### config.mk
export PLATFORM = sky130hd
export DESIGN_NAME = pixel_fetch_flat
export DESIGN_NICKNAME = d
export VERILOG_FILES = /design/src/rtl/pixel_fetch_pkg.sv /design/src/rtl/pixel_fetch_if.sv /design/src/rtl/pixel_fetch_brush_hit.sv /design/src/rtl/pixel_fetch.sv /design/src/flat_wrapper.sv
export SDC_FILE = /design/constraint.sdc
export NUM_CORES = 1
export LEC_CHECK = 0
export BUFFER_PORTS_ARGS = -buffer_cell sky130_fd_sc_hd__buf_2
export CAP_MARGIN = 10
export CORE_ASPECT_RATIO = 1.25
export CORE_MARGIN = 2
export CORE_UTILIZATION = 54
export CTS_CLUSTER_SIZE = 12
export DETAILED_ROUTE_END_ITERATION = 7
export PLACE_DENSITY = 0.79
export SKIP_LAST_GASP = 1
export SLEW_MARGIN = 10
export SYNTH_ARGS = -nofsm -noshare
export SYNTH_HDL_FRONTEND = slang
export SYNTH_SLANG_ARGS = --single-unit
### constraint.sdc
create_clock -name clk -period 4.7 [get_ports clk]
set_input_delay 0.705 -clock clk [delete_from_list [all_inputs] [get_ports clk]]
set_output_delay 0.705 -clock clk [all_outputs]
set_load 0.02 [all_outputs]
### src/rtl/pixel_fetch_pkg.sv
// Shared VGA geometry, color codes and the pipeline bundle for pixel_fetch.
// Also holds the canvas address helper shared by read and write paths.
package pixel_fetch_pkg;

  localparam int H_ACT    = 640;
  localparam int V_ACT    = 480;
  localparam int CANVAS_W = 320;
  localparam int CANVAS_H = 240;
  localparam int ADDR_W   = 17;
  localparam int BRUSH_R  = 4;

  typedef logic [2:0]        color_t;
  typedef logic [ADDR_W-1:0] addr_t;

  localparam color_t COLOR_BLANK = 3'b000;

  typedef struct packed {
    logic active;
    logic hsync_n;
    logic vsync_n;
    logic brush;
  } strobe_t;

  // row*320 + col as two shifts and adds
  function automatic addr_t canvas_addr(
    input logic [8:0] row,
    input logic [8:0] col
  );
    addr_t r;
    addr_t c;
    r = addr_t'(row);
    c = addr_t'(col);
    return (r << 8) + (r << 6) + c;
  endfunction

endpackage

### src/rtl/pixel_fetch_if.sv
// Paint request handshake between the command interface and pixel_fetch.
// The command side drives the request, pixel_fetch answers with ready.
interface pixel_fetch_if;
  import pixel_fetch_pkg::*;

  logic       paintValid;
  logic       paintReady;
  logic [8:0] paintX;
  logic [7:0] paintY;
  color_t     paintColor;

  modport master (
    output paintValid,
    output paintX,
    output paintY,
    output paintColor,
    input  paintReady
  );

  modport slave (
    input  paintValid,
    input  paintX,
    input  paintY,
    input  paintColor,
    output paintReady
  );

endinterface

### src/rtl/pixel_fetch_brush_hit.sv
// Square-window test of the scan position against the brush centre.
// Differences are signed so a cursor near a screen edge clips naturally.
module brush_hit
  import pixel_fetch_pkg::*;
(
  input  logic [9:0] x_i,
  input  logic [9:0] y_i,
  input  logic [9:0] cur_x_i,
  input  logic [9:0] cur_y_i,
  input  logic       active_i,
  output logic       hit_o
);

  logic signed [10:0] dx;
  logic signed [10:0] dy;
  logic [10:0]        adx;
  logic [10:0]        ady;

  assign dx  = $signed({1'b0, x_i}) - $signed({1'b0, cur_x_i});
  assign dy  = $signed({1'b0, y_i}) - $signed({1'b0, cur_y_i});
  assign adx = dx[10] ? 11'(-dx) : 11'(dx);
  assign ady = dy[10] ? 11'(-dy) : 11'(dy);

  assign hit_o = active_i
              && (adx <= 11'(BRUSH_R))
              && (ady <= 11'(BRUSH_R));

endmodule

### src/rtl/pixel_fetch.sv
// Framebuffer fetch stage: scan position to address, color and brush two
// cycles later with matching strobes; owns the blanking-time write port.
module pixel_fetch
  import pixel_fetch_pkg::*;
(
  input  logic         clk,
  input  logic         reset_n,
  input  logic [9:0]   x,
  input  logic [9:0]   y,
  input  logic         active,
  input  logic         hsync_n,
  input  logic         vsync_n,
  input  logic [9:0]   cursorX,
  input  logic [9:0]   cursorY,
  input  logic         cursorValid,
  pixel_fetch_if.slave paint,
  output addr_t        fbAddr,
  output logic         fbWe,
  output color_t       fbWdata,
  input  color_t       fbRdata,
  output color_t       colorCode,
  output logic         brush,
  output logic         activeOut,
  output logic         hsyncOut_n,
  output logic         vsyncOut_n
);

  localparam strobe_t STROBE_IDLE = '{
    active:  1'b0,
    hsync_n: 1'b1,
    vsync_n: 1'b1,
    brush:   1'b0
  };

  logic       accept;
  logic       hit;
  logic       vs_fall;

  addr_t      fb_addr_q, fb_addr_d;
  logic       fb_we_q, fb_we_d;
  color_t     fb_wdata_q, fb_wdata_d;

  logic [9:0] pend_x_q, pend_x_d;
  logic [9:0] pend_y_q, pend_y_d;
  logic [9:0] live_x_q, live_x_d;
  logic [9:0] live_y_q, live_y_d;
  logic       vs_q;

  strobe_t    s1_q, s1_d;
  strobe_t    s2_q;
  strobe_t    out_q;
  color_t     color_q, color_d;

  assign paint.paintReady = !active && reset_n;
  assign accept = paint.paintValid && paint.paintReady;
  assign vs_fall = vs_q && !vsync_n;

  brush_hit u_brush_hit (
    .x_i      (x),
    .y_i      (y),
    .cur_x_i  (live_x_q),
    .cur_y_i  (live_y_q),
    .active_i (active),
    .hit_o    (hit)
  );

  always_comb begin
    fb_addr_d  = canvas_addr(y[9:1], x[9:1]);
    fb_we_d    = 1'b0;
    fb_wdata_d = fb_wdata_q;
    if (accept) begin
      fb_addr_d  = canvas_addr({1'b0, paint.paintY}, paint.paintX);
      fb_we_d    = 1'b1;
      fb_wdata_d = paint.paintColor;
    end
  end

  // live cursor only moves at frame start so the brush never tears
  always_comb begin
    pend_x_d = cursorValid ? cursorX : pend_x_q;
    pend_y_d = cursorValid ? cursorY : pend_y_q;
    live_x_d = vs_fall ? pend_x_q : live_x_q;
    live_y_d = vs_fall ? pend_y_q : live_y_q;
  end

  always_comb begin
    s1_d = '{
      active:  active,
      hsync_n: hsync_n,
      vsync_n: vsync_n,
      brush:   hit
    };
    color_d = s2_q.active ? fbRdata : COLOR_BLANK;
  end

  always_ff @(posedge clk) begin
    if (!reset_n) begin
      fb_addr_q  <= '0;
      fb_we_q    <= 1'b0;
      fb_wdata_q <= COLOR_BLANK;
      pend_x_q   <= '0;
      pend_y_q   <= '0;
      live_x_q   <= '0;
      live_y_q   <= '0;
      vs_q       <= 1'b1;
      s1_q       <= STROBE_IDLE;
      s2_q       <= STROBE_IDLE;
      out_q      <= STROBE_IDLE;
      color_q    <= COLOR_BLANK;
    end else begin
      fb_addr_q  <= fb_addr_d;
      fb_we_q    <= fb_we_d;
      fb_wdata_q <= fb_wdata_d;
      pend_x_q   <= pend_x_d;
      pend_y_q   <= pend_y_d;
      live_x_q   <= live_x_d;
      live_y_q   <= live_y_d;
      vs_q       <= vsync_n;
      s1_q       <= s1_d;
      s2_q       <= s1_q;
      out_q      <= s2_q;
      color_q    <= color_d;
    end
  end

  assign fbAddr     = fb_addr_q;
  assign fbWe       = fb_we_q;
  assign fbWdata    = fb_wdata_q;
  assign colorCode  = color_q;
  assign brush      = out_q.brush;
  assign activeOut  = out_q.active;
  assign hsyncOut_n = out_q.hsync_n;
  assign vsyncOut_n = out_q.vsync_n;

endmodule

### src/flat_wrapper.sv
// flat-port wrapper written by rule: the top's interface ports become plain ports
module pixel_fetch_flat import pixel_fetch_pkg::*;
  (clk, reset_n, x, y, active, hsync_n, vsync_n, cursorX, cursorY, cursorValid, fbAddr, fbWe, fbWdata, fbRdata, colorCode, brush, activeOut, hsyncOut_n, vsyncOut_n, paint_paintValid, paint_paintX, paint_paintY, paint_paintColor, paint_paintReady);
  pixel_fetch_if paint_i ();
  input  logic clk;
  input  logic reset_n;
  input  logic [9:0] x;
  input  logic [9:0] y;
  input  logic active;
  input  logic hsync_n;
  input  logic vsync_n;
  input  logic [9:0] cursorX;
  input  logic [9:0] cursorY;
  input  logic cursorValid;
  output addr_t fbAddr;
  output logic fbWe;
  output color_t fbWdata;
  input  color_t fbRdata;
  output color_t colorCode;
  output logic brush;
  output logic activeOut;
  output logic hsyncOut_n;
  output logic vsyncOut_n;
  input wire logic [$bits(paint_i.paintValid)-1:0] paint_paintValid;
  input wire logic [$bits(paint_i.paintX)-1:0] paint_paintX;
  input wire logic [$bits(paint_i.paintY)-1:0] paint_paintY;
  input wire logic [$bits(paint_i.paintColor)-1:0] paint_paintColor;
  output wire logic [$bits(paint_i.paintReady)-1:0] paint_paintReady;
  assign paint_i.paintValid = paint_paintValid;
  assign paint_i.paintX = paint_paintX;
  assign paint_i.paintY = paint_paintY;
  assign paint_i.paintColor = paint_paintColor;
  assign paint_paintReady = paint_i.paintReady;
  pixel_fetch u_core (.clk(clk), .reset_n(reset_n), .x(x), .y(y), .active(active), .hsync_n(hsync_n), .vsync_n(vsync_n), .cursorX(cursorX), .cursorY(cursorY), .cursorValid(cursorValid), .paint(paint_i), .fbAddr(fbAddr), .fbWe(fbWe), .fbWdata(fbWdata), .fbRdata(fbRdata), .colorCode(colorCode), .brush(brush), .activeOut(activeOut), .hsyncOut_n(hsyncOut_n), .vsyncOut_n(vsyncOut_n));
endmodule
==> Yosys cells after proc, flatten, opt, wreduce, memory -nomap -nowiden <==
Index checks and enable logic that the tools add are counted.
{ "classes": {"mux": 4, "n_addsub": 8, "reduce_logical": 8, "n_lt_le_gt_ge": 2} }
{ "ops": {"columns": ["cell", "n"], "rows": [
  ["adder 17 x 9 -> 17 bit", 2],
  ["<= comparator 11 x 3 -> 1 bit (second input constant)", 2],
  ["2-to-1 mux 11 bit", 2],
  ["negator 11 bit", 2],
  ["subtractor 10 x 10 -> 11 bit", 2],
  ["adder 16 x 14 -> 17 bit", 1],
  ["adder 17 x 15 -> 17 bit", 1],
  ["2-to-1 mux 17 bit", 1],
  ["logical AND 1 bit", 5],
  ["logical NOT 1 bit", 2],
  ["AND reduction 2 bit", 1],
  ["2-to-1 mux 1 bit", 1]
]} }
{ "totals": {"output_inout_bits": 29, "elab_cells": 42, "reg_bits": 76, "input_bits": 70} }

==> Logic depth before layout (Yosys ltp) <==
Gate-level depths: netlist of the first run.
{ "logic_depth": {"word_depth": 6, "ltp_mapped": 13, "depth_no_buf": 13} }

==> Hierarchy <==
From an unflattened synthesis of the first run, not the netlist that was laid out.
{ "unflattened": {"hier_cells": 569, "hier_area_um2": 4742.0} }
{ "modules_own_cells": {"columns": ["module", "n_inst", "seq_area_each_um2", "area_per_inst_um2", "cells_each"], "rows": [
  ["pixel_fetch", 1, 1521.5, 3387.0, 374],
  ["brush_hit", 1, 0.0, 1355.0, 195]
]} }

==> Worst setup path before layout of the first run <==
Ideal clock, no wire load.
{ "synth_timing": {"kind": "input to register", "startpoint": "in y[0]", "endpoint": "reg u_core.s1_q[0] in the netlist's numbering", "t_arrival_ps": 3593, "setup_ps": 88, "slack_ps": 1019, "path_stages": 13, "t_required_ps": 4612, "n_path_buf": 0, "path_cell_list": "inv_1 > ha_1 > inv_1 > fa_1 > a211oi_2 > nor2_1 > xor2_2 > nand2b_1 > or4b_4 > or3b_1 > a211o_1 > a211o_1 > nor4_2"} }
{ "synth_between": {"elab_chain_len": 5} }
{ "synth_lines": {"columns": ["item", "line", "rtl"], "rows": [
  ["start: declaration", "flat_wrapper.sv:8", "input logic [9:0] y;"],
  ["subtractor 10 x 10 -> 11 bit (*)", "pixel_fetch_brush_hit.sv:20", "assign dy = $signed({1'b0, y_i}) - $signed({1'b0, cur_y_i});"],
  ["negator 11 bit", "pixel_fetch_brush_hit.sv:22", "assign ady = dy[10] ? 11'(-dy) : 11'(dy);"],
  ["2-to-1 mux 11 bit (*)", "pixel_fetch_brush_hit.sv:22", null],
  ["<= comparator 11 x 3 -> 1 bit (*)", "pixel_fetch_brush_hit.sv:26", "&& (ady <= 11'(BRUSH_R));"],
  ["logical AND 1 bit (*)", "pixel_fetch_brush_hit.sv:26", null],
  ["end signal: assignment", "pixel_fetch.sv:106", "s1_q <= STROBE_IDLE;"],
  ["end signal: assignment", "pixel_fetch.sv:119", "s1_q <= s1_d;"],
  ["end: declaration", "pixel_fetch.sv:49", "strobe_t s1_q, s1_d;"]
]} }
Every way passes the cells marked *; elsewhere a longest branch is shown, timed or not.
A chain may end at the register's enable or synchronous reset.

==> Final worst setup path of the first run <==
Ends and elaborated chain as after synthesis.

==> results of run 1 <==
cell usage after synthesis, drive strengths merged (3+ instances only):
library cell / n
a21boi: 25
a21o: 10
a21oi: 22
and2: 7
and3: 6
clkbuf: 16
dfxtp: 76
fa: 6
ha: 52
inv: 31
mux2i: 23
nand2: 94
nand2b: 10
nand3: 5
nand3b: 4
nor2: 11
nor2b: 25
o2111ai: 3
o21a: 3
o21ai: 20
o21bai: 9
o22ai: 3
o41ai: 3
xnor2: 22
xor2: 11
kinds of logic after synthesis:
group                    Yosys count  synth area share
AND/OR/NAND/NOR                  174            0.1815
multiplexers                      24           0.05167
flip-flops                        76            0.3256
AO/OA/AOI/OAI                    117            0.1743
XOR/XNOR                          33           0.06345
adder cells (fa/ha/maj)           58            0.1649
buffers and inverters             48           0.03855
per-stage QoR:
step	hold slack (ns)	area (sq um)	cells	worst slack, ns	util
final	0.4102	5468	727	1.151	0.6562
after global routing	0.4353	5468	727	0.9858	0.6562
after CTS	0.4125	5468	727	1.161	0.6562
after detailed placement	0.3932	5244	711	0.7848	0.6293
after global placement	0.3887	5244	711	0.8444	0.6293
after floorplan	0.3863	4673	530	1.019	-
layout by cell type (no fill, tap or decap), drive strengths merged, types with 20 or more instances in the layout:
master | Yosys | routed
a21boi | 25 | 25
a21oi | 22 | 22
inv | 31 | 32
nor2b | 25 | 25
xnor2 | 22 | 22
o21ai | 20 | 20
buf | 1 | 101
dfxtp | 76 | 76
nand2 | 94 | 94
mux2i | 23 | 23
ha | 52 | 52
sequential cells by signal, summed over array words and instances, names as in the netlist, 3 cells and up:
name	count
u_core.live_y_q	10
u_core.live_x_q	10
u_core.fbAddr	17
u_core.pend_y_q	10
u_core.colorCode	3
u_core.pend_x_q	10
u_core.s1_q	3
u_core.s2_q	4
u_core.fbWdata	3
per-layer routing:
| layer | vias to the layer above | part of all wire |
|---|---|---|
| met3 | 16 | 0.049 |
| met1 | 1761 | 0.46 |
| li1 | 2012 | - |
| met2 | 97 | 0.48 |
| met4 | 0 | 0.019 |
| met5 | - | 0 |
worst paths after layout:
path                       from                end  slack (ns)  cells after the start
max                        y[0]     u_core.s1_q[0]        1.15                     14
min              u_core.s2_q[2]  u_core.hsyncOut_n        0.41                      1
max reg2reg  u_core.live_y_q[0]     u_core.s1_q[0]        1.31                     12
min reg2reg      u_core.s2_q[2]  u_core.hsyncOut_n        0.41                      1
worst reg2reg max path: cells and delay by family, from the launching register on:
| family | cells | cell delay [ns] |
|---|---|---|
| AND/OR/NAND/NOR | 5 | 1.32 |
| AO/OA/AOI/OAI | 3 | 0.78 |
| adder cells (fa/ha/maj) | 2 | 0.62 |
| flip-flops | 1 | 0.33 |
| XOR/XNOR | 1 | 0.17 |
| buffers and inverters | 1 | 0.07 |
power breakdown:
part | internal, mW | switching, mW
logic | 0.200 | 0.249
clock network | 0.316 | 0.248
registers | 0.683 | 0.0135
total | 1.20 | 0.510
layout make-up:
cell class | instances | area, sq um | share of cell area
repair buffers | 101 | 513.0 | 0.09382
clock inverters | 5 | 82.58 | 0.01510
inverters | 31 | 116.4 | 0.02128
multi-input cells | 406 | 2972 | 0.5435
well taps | 97 | 121.4 | 0.02220
flip-flops and latches | 76 | 1521 | 0.2783
clock buffers | 11 | 141.4 | 0.02586
==> flow_metrics.env, run 1 <==
export IMPL_status="finished, final reports clean"
export IMPL_dp_final_hpwl_um=7389
export IMPL_ioPinCount=99
export IMPL_fin_crit_ns=3.549
export IMPL_synth_ff_type="dfxtp_1"
export IMPL_post_route_period_util=0.7551
export IMPL_synth_top_area_cell="dfxtp_1"
export IMPL_syn_avg_cell_area_sq_um=8.817
export IMPL_finalSetupViolCount=0
export IMPL_busiest_layer="met2"
export IMPL_num_rows=37
export IMPL_rsz0062_at_grt="false"
export IMPL_die_y_um=108.0
export IMPL_met2_usage=0.3484
export IMPL_n_fill_cell=729
export IMPL_drv_slew=0
export IMPL_syn_nets=658
export IMPL_setup_tns_ns=0
export IMPL_yosys_area_top_type_share=0.3256
export IMPL_use_met1=0.2521
export IMPL_dieArea_sq_um=9419
export IMPL_synth_seq_cells=76
export IMPL_wirelength_um=9396
export IMPL_start_util=0.5608
export IMPL_viasPerCell=5.345
export IMPL_grt_remaining_overflow=0
export IMPL_hold_class="reg2reg"
export IMPL_cts_tree="built"
export IMPL_grt_pass1_vias=3721
export IMPL_antenna_left=0
export IMPL_p_leak_nw=2.484
export IMPL_hold_buffers=0
export IMPL_cp_cell_sequence="buf_2 -> inv_1 -> ha_1 -> inv_1 -> fa_1 -> a211oi_2 -> nor2_1 -> xor2_2 -> nand2b_1 -> or4b_4 -> or3b_1 -> a211o_1 -> a211o_1 -> nor4_2"
export IMPL_syn_area_sq_um=4673
export IMPL_seq_area_frac_synth=0.3256
export IMPL_syn_to_final_growth_pct=17.00
export IMPL_drt_iter0_markers=133
export IMPL_path_class="in2reg"
export IMPL_root_buffer="clkbuf_8"
export IMPL_drive_above_1_share=0.2000
export IMPL_cts_setup_buffers=0
export IMPL_cts_inserted_buffers=9
export IMPL_crit_family="simple AND/OR/NAND/NOR gates"
export IMPL_synth_edff_count=0
export IMPL_avgRoutedWirePerCell_um=12.92
export IMPL_synthArstFlopShare=0
export IMPL_cp_start_kind="primary input"
export IMPL_netlist_instances=530
export IMPL_synth_area_leaders="dfxtp_1 (33%), ha_1 (14%), nand2_1 (7.6%)"
export IMPL_vias=3886
export IMPL_htree_levels=3
export IMPL_met3_usage=0.04656
export IMPL_cts_sinks=76
export IMPL_critical_path_max_stage_delay_ns=0.49
export IMPL_yosys_warnings=0
export IMPL_path_clk_slew_ns=0.08
export IMPL_hold_viol_final=0
export IMPL_design_core_area_sq_um=8333
export IMPL_grt_usage=0.2052
export IMPL_worst_slew_pin_slew_ns=0.7879
export IMPL_ir_drop_v=0.0002042
export IMPL_max_cap_violations=0
export IMPL_cp_num_buf_inv=3
export IMPL_cp_arrival_ns=3.82
export IMPL_grt_antenna_before_repair=0
export IMPL_relSlewSlack=0.4742
export IMPL_finalClockSkew_ns=0.01226
export IMPL_cellPowerDensity_nw_per_um2=312.6
export IMPL_clk_latency_ns=0.36
export IMPL_n_antenna_cell=0
export IMPL_fmaxAchievable_ghz=0.2818
export IMPL_clockBufferDepth=2
export IMPL_path_max_fanout=5
export IMPL_grt_max_degree=75
export IMPL_gp_congestion=0.8521
export IMPL_ys_types=58
export IMPL_drt_pass1_iter_count=4
export IMPL_cts_resized=0
export IMPL_cp_slowest_cell="or4b_4"
export IMPL_nets=753
export IMPL_totalPowerFinal_mw=1.709
export IMPL_grt_pass1_wl_um=15600
export IMPL_crit_required_ns=4.97
export IMPL_drcViolationCount=0
export IMPL_portBuffers=98
export IMPL_cp_end_kind="register"
export IMPL_die_w_um=87.21
Power figures use the tool's default switching activity.
==> inputs of run 2 (changes only) <==
--- a/config.mk
+++ b/config.mk
@@ -9,10 +9,10 @@
 export CAP_MARGIN = 10
 export CORE_ASPECT_RATIO = 1.25
 export CORE_MARGIN = 2
-export CORE_UTILIZATION = 54
+export CORE_UTILIZATION = 50
 export CTS_CLUSTER_SIZE = 12
 export DETAILED_ROUTE_END_ITERATION = 7
-export PLACE_DENSITY = 0.79
+export PLACE_DENSITY = 0.77
 export SKIP_LAST_GASP = 1
 export SLEW_MARGIN = 10
 export SYNTH_ARGS = -nofsm -noshare
==> constraint.sdc (replaced) <==
create_clock -name clk -period 3.1 [get_ports clk]
set_input_delay 0.465 -clock clk [delete_from_list [all_inputs] [get_ports clk]]
set_output_delay 0.465 -clock clk [all_outputs]
set_load 0.02 [all_outputs]
==> run 2 against run 1 <==
Net effect:
- critical path type is now reg2reg
- largest power group unchanged
- worst hold slack got worse by 0.094 ns
- highest routed layer unchanged
- the flow now finishes with violations (negative setup slack)
- sequential power increased by 52%
- critical path depth decreased by 2
==> flow_metrics.env, run 2 (synthesized netlist as in run 1, its figures left out) <==
export IMPL_design_core_area_sq_um=9125
export IMPL_grt_remaining_overflow=0
export IMPL_drcViolationCount=0
export IMPL_final_cell_mix="buf_2 (98), nand2_1 (94), dfxtp_1 (75)"
export IMPL_path_clk_slew_ns=0.06
export IMPL_avgRoutedWirePerCell_um=12.95
export IMPL_violations="negative setup slack"
export IMPL_drt_iter0_markers=152
export IMPL_clockBufferDepth=2
export IMPL_start_util=0.5121
export IMPL_cts_tree="built"
export IMPL_drv_slew=0
export IMPL_clk_latency_ns=0.34
export IMPL_critical_path_max_stage_delay_ns=0.51
export IMPL_grt_usage=0.2139
export IMPL_max_cap_violations=0
export IMPL_antenna_left=0
export IMPL_pre_cts_slack_ns=-0.5357
export IMPL_n_antenna_cell=0
export IMPL_cp_start_kind="register"
export IMPL_cp_arrival_ns=3.46
export IMPL_hold_class="in2reg"
export IMPL_setup_tns_ns=-0.1147
export IMPL_path_class="reg2reg"
export IMPL_n_fill_cell=785
export IMPL_finalWorstSetupSlack_ns=-0.1147
export IMPL_cts_sinks=76
export IMPL_cp_slowest_cell="or4b_4"
export IMPL_cellPowerDensity_nw_per_um2=478.9
export IMPL_syn_to_final_growth_pct=26.96
export IMPL_wirelength_um=10320
export IMPL_finalSetupViolCount=1
export IMPL_fin_cells=797
export IMPL_cp_common_cell="a211o_1"
export IMPL_die_y_um=112.1
export IMPL_ir_drop_v=0.0003610
export IMPL_vias=4036
export IMPL_num_rows=39
export IMPL_viasPerCell=5.064
export IMPL_largest_reg_flops=17
export IMPL_cts_inserted_buffers=9
export IMPL_drive_above_1_share=0.2626
export IMPL_grt_pass1_vias=4043
export IMPL_p_leak_nw=2.730
export IMPL_nets=797
export IMPL_hold_viol_final=0
export IMPL_grt_pass1_wl_um=17820
export IMPL_grt_max_degree=74
export IMPL_worst_slew_pin_slew_ns=0.8132
export IMPL_ioPinCount=99
export IMPL_place_inst=780
export IMPL_dieArea_sq_um=10140
export IMPL_drt_pass1_iter_count=4
export IMPL_cp_end_kind="register"
export IMPL_relSlewSlack=0.4573
export IMPL_gp_congestion=0.8816
export IMPL_die_w_um=90.47
export IMPL_dp_final_hpwl_um=8030
export IMPL_fin_crit_ns=3.215
export IMPL_grt_antenna_before_repair=0
export IMPL_path_max_fanout=2
export IMPL_rsz0062_at_grt="true"
export IMPL_htree_levels=3
export IMPL_post_route_period_util=1.037
export IMPL_status="finished, violations left"
export IMPL_cp_cell_sequence="ha_4 -> inv_2 -> fa_2 -> a211oi_2 -> nor2_2 -> xor2_2 -> nand2b_4 -> or4b_4 -> or3b_1 -> a211o_1 -> a211o_1 -> nor4_2"
export IMPL_layout_commonest_cell="buf_2"
export IMPL_root_buffer="clkbuf_16"
export IMPL_portBuffers=98
export IMPL_fmaxAchievable_ghz=0.3111
export IMPL_finalClockSkew_ns=0.003757
export IMPL_crit_required_ns=3.35
-- run 2: repair_timing --
item,CTS,global route
hold buffers,0,0
resized for setup,1,0
setup endpoints to repair,1,1
pin swaps,5,0
setup buffers,1,0
-- run 2: stage by stage --
stage	area [sq um]	util	total power, mW	hold WS [ns]
6_report	5933	0.6502	2.842	0.3158
4_1_cts	5933	0.6502	2.869	0.3045
3_5_place_dp	5637	0.6177	1.857	0.3977
3_3_place_gp	5637	0.6177	1.827	0.3896
5_1_grt	5933	0.6502	3.009	0.3059
2_1_floorplan	4711	-	1.585	0.3863
-- run 2: layout make-up --
class	instances	area (sq um)	share of cell area
Multi-Input combinational cell	406	2997	0.5051
Sequential cell	76	1523	0.2566
Timing Repair Buffer	145	843.3	0.1421
Clock buffer	12	256.5	0.04323
Tap cell	123	153.9	0.02594
Inverter	31	128.9	0.02172
Clock inverter	4	31.28	0.005272
-- run 2: worst max-delay path, delay by kind of cell (launching register included) --
| family | cells | cell delay (ns) |
|---|---|---|
| and+or+nand+nor | 5 | 1.31 |
| xor gates and xnor gates | 1 | 0.15 |
| adders and majority gates | 2 | 0.50 |
| AOI/OAI and AO/OA | 3 | 0.78 |
| DFF | 1 | 0.36 |
| buffers and inverters | 1 | 0.03 |
-- run 2: power breakdown --
part	total [mW]	internal (mW)	switching [mW]
Clock	0.999	0.591	0.408
Combinational	0.783	0.378	0.405
Sequential	1.06	1.04	0.0221
Total	2.84	2.01	0.835
-- run 2: metal layers --
layer,GRT usage,wire [um],vias to the layer above,share of wire
li1,-,-,2099,-
met1,0.2490,4606,1830,0.45
met2,0.3886,5127,91,0.50
met3,0.03893,411,16,0.040
met4,0.08103,179,0,0.017
met5,0,0,-,0
-- run 2: final timing paths --
path / start / end / slack, ns / cells past startpoint
max: u_core.live_y_q[0] / u_core.s1_q[0] / -0.11 / 12
min: hsync_n / u_core.s1_q[2] / 0.32 / 2
max reg2reg: u_core.live_y_q[0] / u_core.s1_q[0] / -0.11 / 12
min reg2reg: u_core.s1_q[2] / u_core.s2_q[2] / 0.41 / 1
==> inputs of run 3 (changes only) <==
--- a/config.mk
+++ b/config.mk
@@ -7,12 +7,13 @@
 export LEC_CHECK = 0
 export BUFFER_PORTS_ARGS = -buffer_cell sky130_fd_sc_hd__buf_2
 export CAP_MARGIN = 10
-export CORE_ASPECT_RATIO = 1.25
 export CORE_MARGIN = 2
 export CORE_UTILIZATION = 50
 export CTS_CLUSTER_SIZE = 12
 export DETAILED_ROUTE_END_ITERATION = 7
 export PLACE_DENSITY = 0.77
+export RECOVER_POWER = 50
+export SETUP_SLACK_MARGIN = 0.1
 export SKIP_LAST_GASP = 1
 export SLEW_MARGIN = 10
 export SYNTH_ARGS = -nofsm -noshare
==> run 3 against run 2 <==
Net effect:
- the flow still finishes with violations (negative setup slack)
- sequential power about the same
- register-to-register slack improved by 0.08 ns
- non-clock buffer count rose by 3
- cell count shrank 1.1%
- cell area is 1.7% lower
- largest power group unchanged
- highest routed layer unchanged
==> flow_metrics.env, run 3 (synthesized netlist as in run 1, its figures left out) <==
export IMPL_finalHoldWorstSlack_ns=0.3027
export IMPL_grt_max_degree=74
export IMPL_crit_required_ns=3.36
export IMPL_finalWorstSetupSlack_ns=-0.03874
export IMPL_dp_final_hpwl_um=8017
export IMPL_cp_arrival_ns=3.40
export IMPL_sequentialPowerShare=0.405
export IMPL_grt_antenna_before_repair=0
export IMPL_fmaxAchievable_ghz=0.3186
export IMPL_htree_levels=3
export IMPL_grt_pass1_wl_um=17240
export IMPL_status="finished, violations left"
export IMPL_die_y_um=100.7
export IMPL_drv_slew=0
export IMPL_layout_commonest_cell="nand2_1"
export IMPL_setup_tns_ns=-0.03874
export IMPL_cp_slowest_cell="or4b_4"
export IMPL_drcViolationCount=0
export IMPL_switchingPower_uw=805.2
export IMPL_fin_util=0.6370
export IMPL_pre_cts_slack_ns=-0.4711
export IMPL_cp_common_cell="a211o_1"
export IMPL_n_antenna_cell=0
export IMPL_n_fill_cell=808
export IMPL_ioPinCount=99
export IMPL_cts_inserted_buffers=9
export IMPL_nets=800
export IMPL_ir_drop_v=0.0002613
export IMPL_path_max_fanout=2
export IMPL_largest_reg_flops=17
export IMPL_clk_latency_ns=0.35
export IMPL_drive_above_1_share=0.2393
export IMPL_wirelength_um=10060
export IMPL_die_w_um=100.7
export IMPL_antenna_left=0
export IMPL_swShare=0.3079
export IMPL_final_cell_mix="nand2_1 (94), buf_2 (81), dfxtp_1 (75)"
export IMPL_finalClockSkew_ns=0.009071
export IMPL_post_route_period_util=1.012
export IMPL_cp_end_kind="register"
export IMPL_hold_viol_final=0
export IMPL_vias=4077
export IMPL_relSlewSlack=0.2266
export IMPL_clockBufferDepth=2
export IMPL_intPower_mw=1.810
export IMPL_clock_power_share=0.298
export IMPL_cp_start_kind="register"
export IMPL_path_class="reg2reg"
export IMPL_rsz0062_at_grt="true"
export IMPL_start_util=0.5106
export IMPL_violations="negative setup slack"
export IMPL_grt_pass1_vias=4066
export IMPL_p_leak_nw=2.640
export IMPL_cellPowerDensity_nw_per_um2=448.5
export IMPL_cp_cell_sequence="ha_4 -> inv_2 -> fa_2 -> a211oi_2 -> nor2_2 -> xor2_2 -> nand2b_4 -> or4b_4 -> or3b_1 -> a211o_1 -> a211o_1 -> nor4_2"
export IMPL_fin_crit_ns=3.139
export IMPL_grt_remaining_overflow=0
export IMPL_hold_buffers=0
export IMPL_portBuffers=98
export IMPL_num_rows=35
export IMPL_hold_class="in2reg"
export IMPL_drt_iter0_markers=156
export IMPL_totalPowerFinal_mw=2.615
export IMPL_crit_family="simple AND/OR/NAND/NOR gates"
export IMPL_worst_slew_pin_slew_ns=1.160
export IMPL_syn_to_final_growth_pct=24.77
export IMPL_critical_path_max_stage_delay_ns=0.51
export IMPL_max_cap_violations=0
export IMPL_avgRoutedWirePerCell_um=12.77
export IMPL_cts_sinks=76
export IMPL_drt_pass1_iter_count=4
export IMPL_cp_num_buf_inv=1
export IMPL_dieArea_sq_um=10140
export IMPL_grt_usage=0.2093
export IMPL_finalSetupViolCount=1
export IMPL_design_core_area_sq_um=9153
export IMPL_gp_congestion=0.8987
export IMPL_p_comb_frac=0.297
export IMPL_root_buffer="clkbuf_8"
export IMPL_path_clk_slew_ns=0.08
export IMPL_viasPerCell=5.174
export IMPL_cts_tree="built"
run 3: cell types whose count changed in the layout (fill, tap and decap cells not counted), moves of 2 or more:
| cell | before | now |
|---|---|---|
| buf_2 | 98 | 81 |
| buf_4 | 47 | 49 |
| clkbuf_1 | 1 | 19 |
| clkbuf_16 | 9 | 0 |
| clkbuf_8 | 2 | 10 |
run 3: power by group through the flow:
stage / Sequential [mW] / Clock [mW] / Combinational [mW]
6_report: 1.06 / 0.780 / 0.776
5_1_grt: 1.07 / 0.837 / 0.867
4_1_cts: 1.06 / 0.796 / 0.785
3_5_place_dp: 1.08 / 0 / 0.779
3_3_place_gp: 1.08 / 0 / 0.752
2_1_floorplan: 1.12 / 0 / 0.466
run 3: through the flow:
stage / std cells / instance area, sq um
floorplan: 530 / 4711
global placement: 771 / 5644
detailed placement: 771 / 5644
CTS: 788 / 5854
global route: 788 / 5831
finish: 788 / 5831
run 3: path summary, 6_finish.rpt:
| path | from | to | slack (ns) | cells after the start |
|---|---|---|---|---|
| worst min-delay path | paint_paintColor[0] | u_core.fbWdata[0] | 0.30 | 3 |
| worst min register to register | u_core.s1_q[2] | u_core.s2_q[2] | 0.41 | 1 |
| worst max-delay path | u_core.live_y_q[0] | u_core.s1_q[0] | -0.04 | 12 |
| worst max register to register | u_core.live_y_q[0] | u_core.s1_q[0] | -0.04 | 12 |
run 3: worst reg2reg max path, stage by stage (launching register included):
cell and delay, ns:
dfxtp_2 0.35, ha_4 0.13, inv_2 0.04, fa_2 0.34, a211oi_2 0.21, nor2_2 0.08, xor2_2 0.15, nand2b_4 0.14
or4b_4 0.51, or3b_1 0.36, a211o_1 0.26, a211o_1 0.26, nor4_2 0.21
run 3: area by class of cell:
class | instances | area [sq um] | share of cell area
clock buffers | 12 | 145.1 | 0.02489
clock inverters | 4 | 56.30 | 0.009657
inverters | 31 | 128.9 | 0.02210
multi-input cells | 406 | 2997 | 0.5139
flip-flops and latches | 76 | 1523 | 0.2612
well taps | 111 | 138.9 | 0.02382
repair buffers | 148 | 842.1 | 0.1444
run 3: timing repair:
action                     4_1_cts  5_1_grt
buffers inserted                 1        0
cloned                           0        0
pin swaps                        6        0
setup endpoints to repair        1        1
gates resized for setup          1        0
run 3: layer usage:
layer  routed length (um)  global-route usage  vias to the layer above  share of wire
li1                     -                   -                     2114              -
met4                  140             0.06322                        0          0.014
met3                  530             0.04854                       16          0.053
met5                    0                   0                        -              0
met1                 4675              0.2520                     1849           0.46
met2                 4716              0.3692                       98           0.47
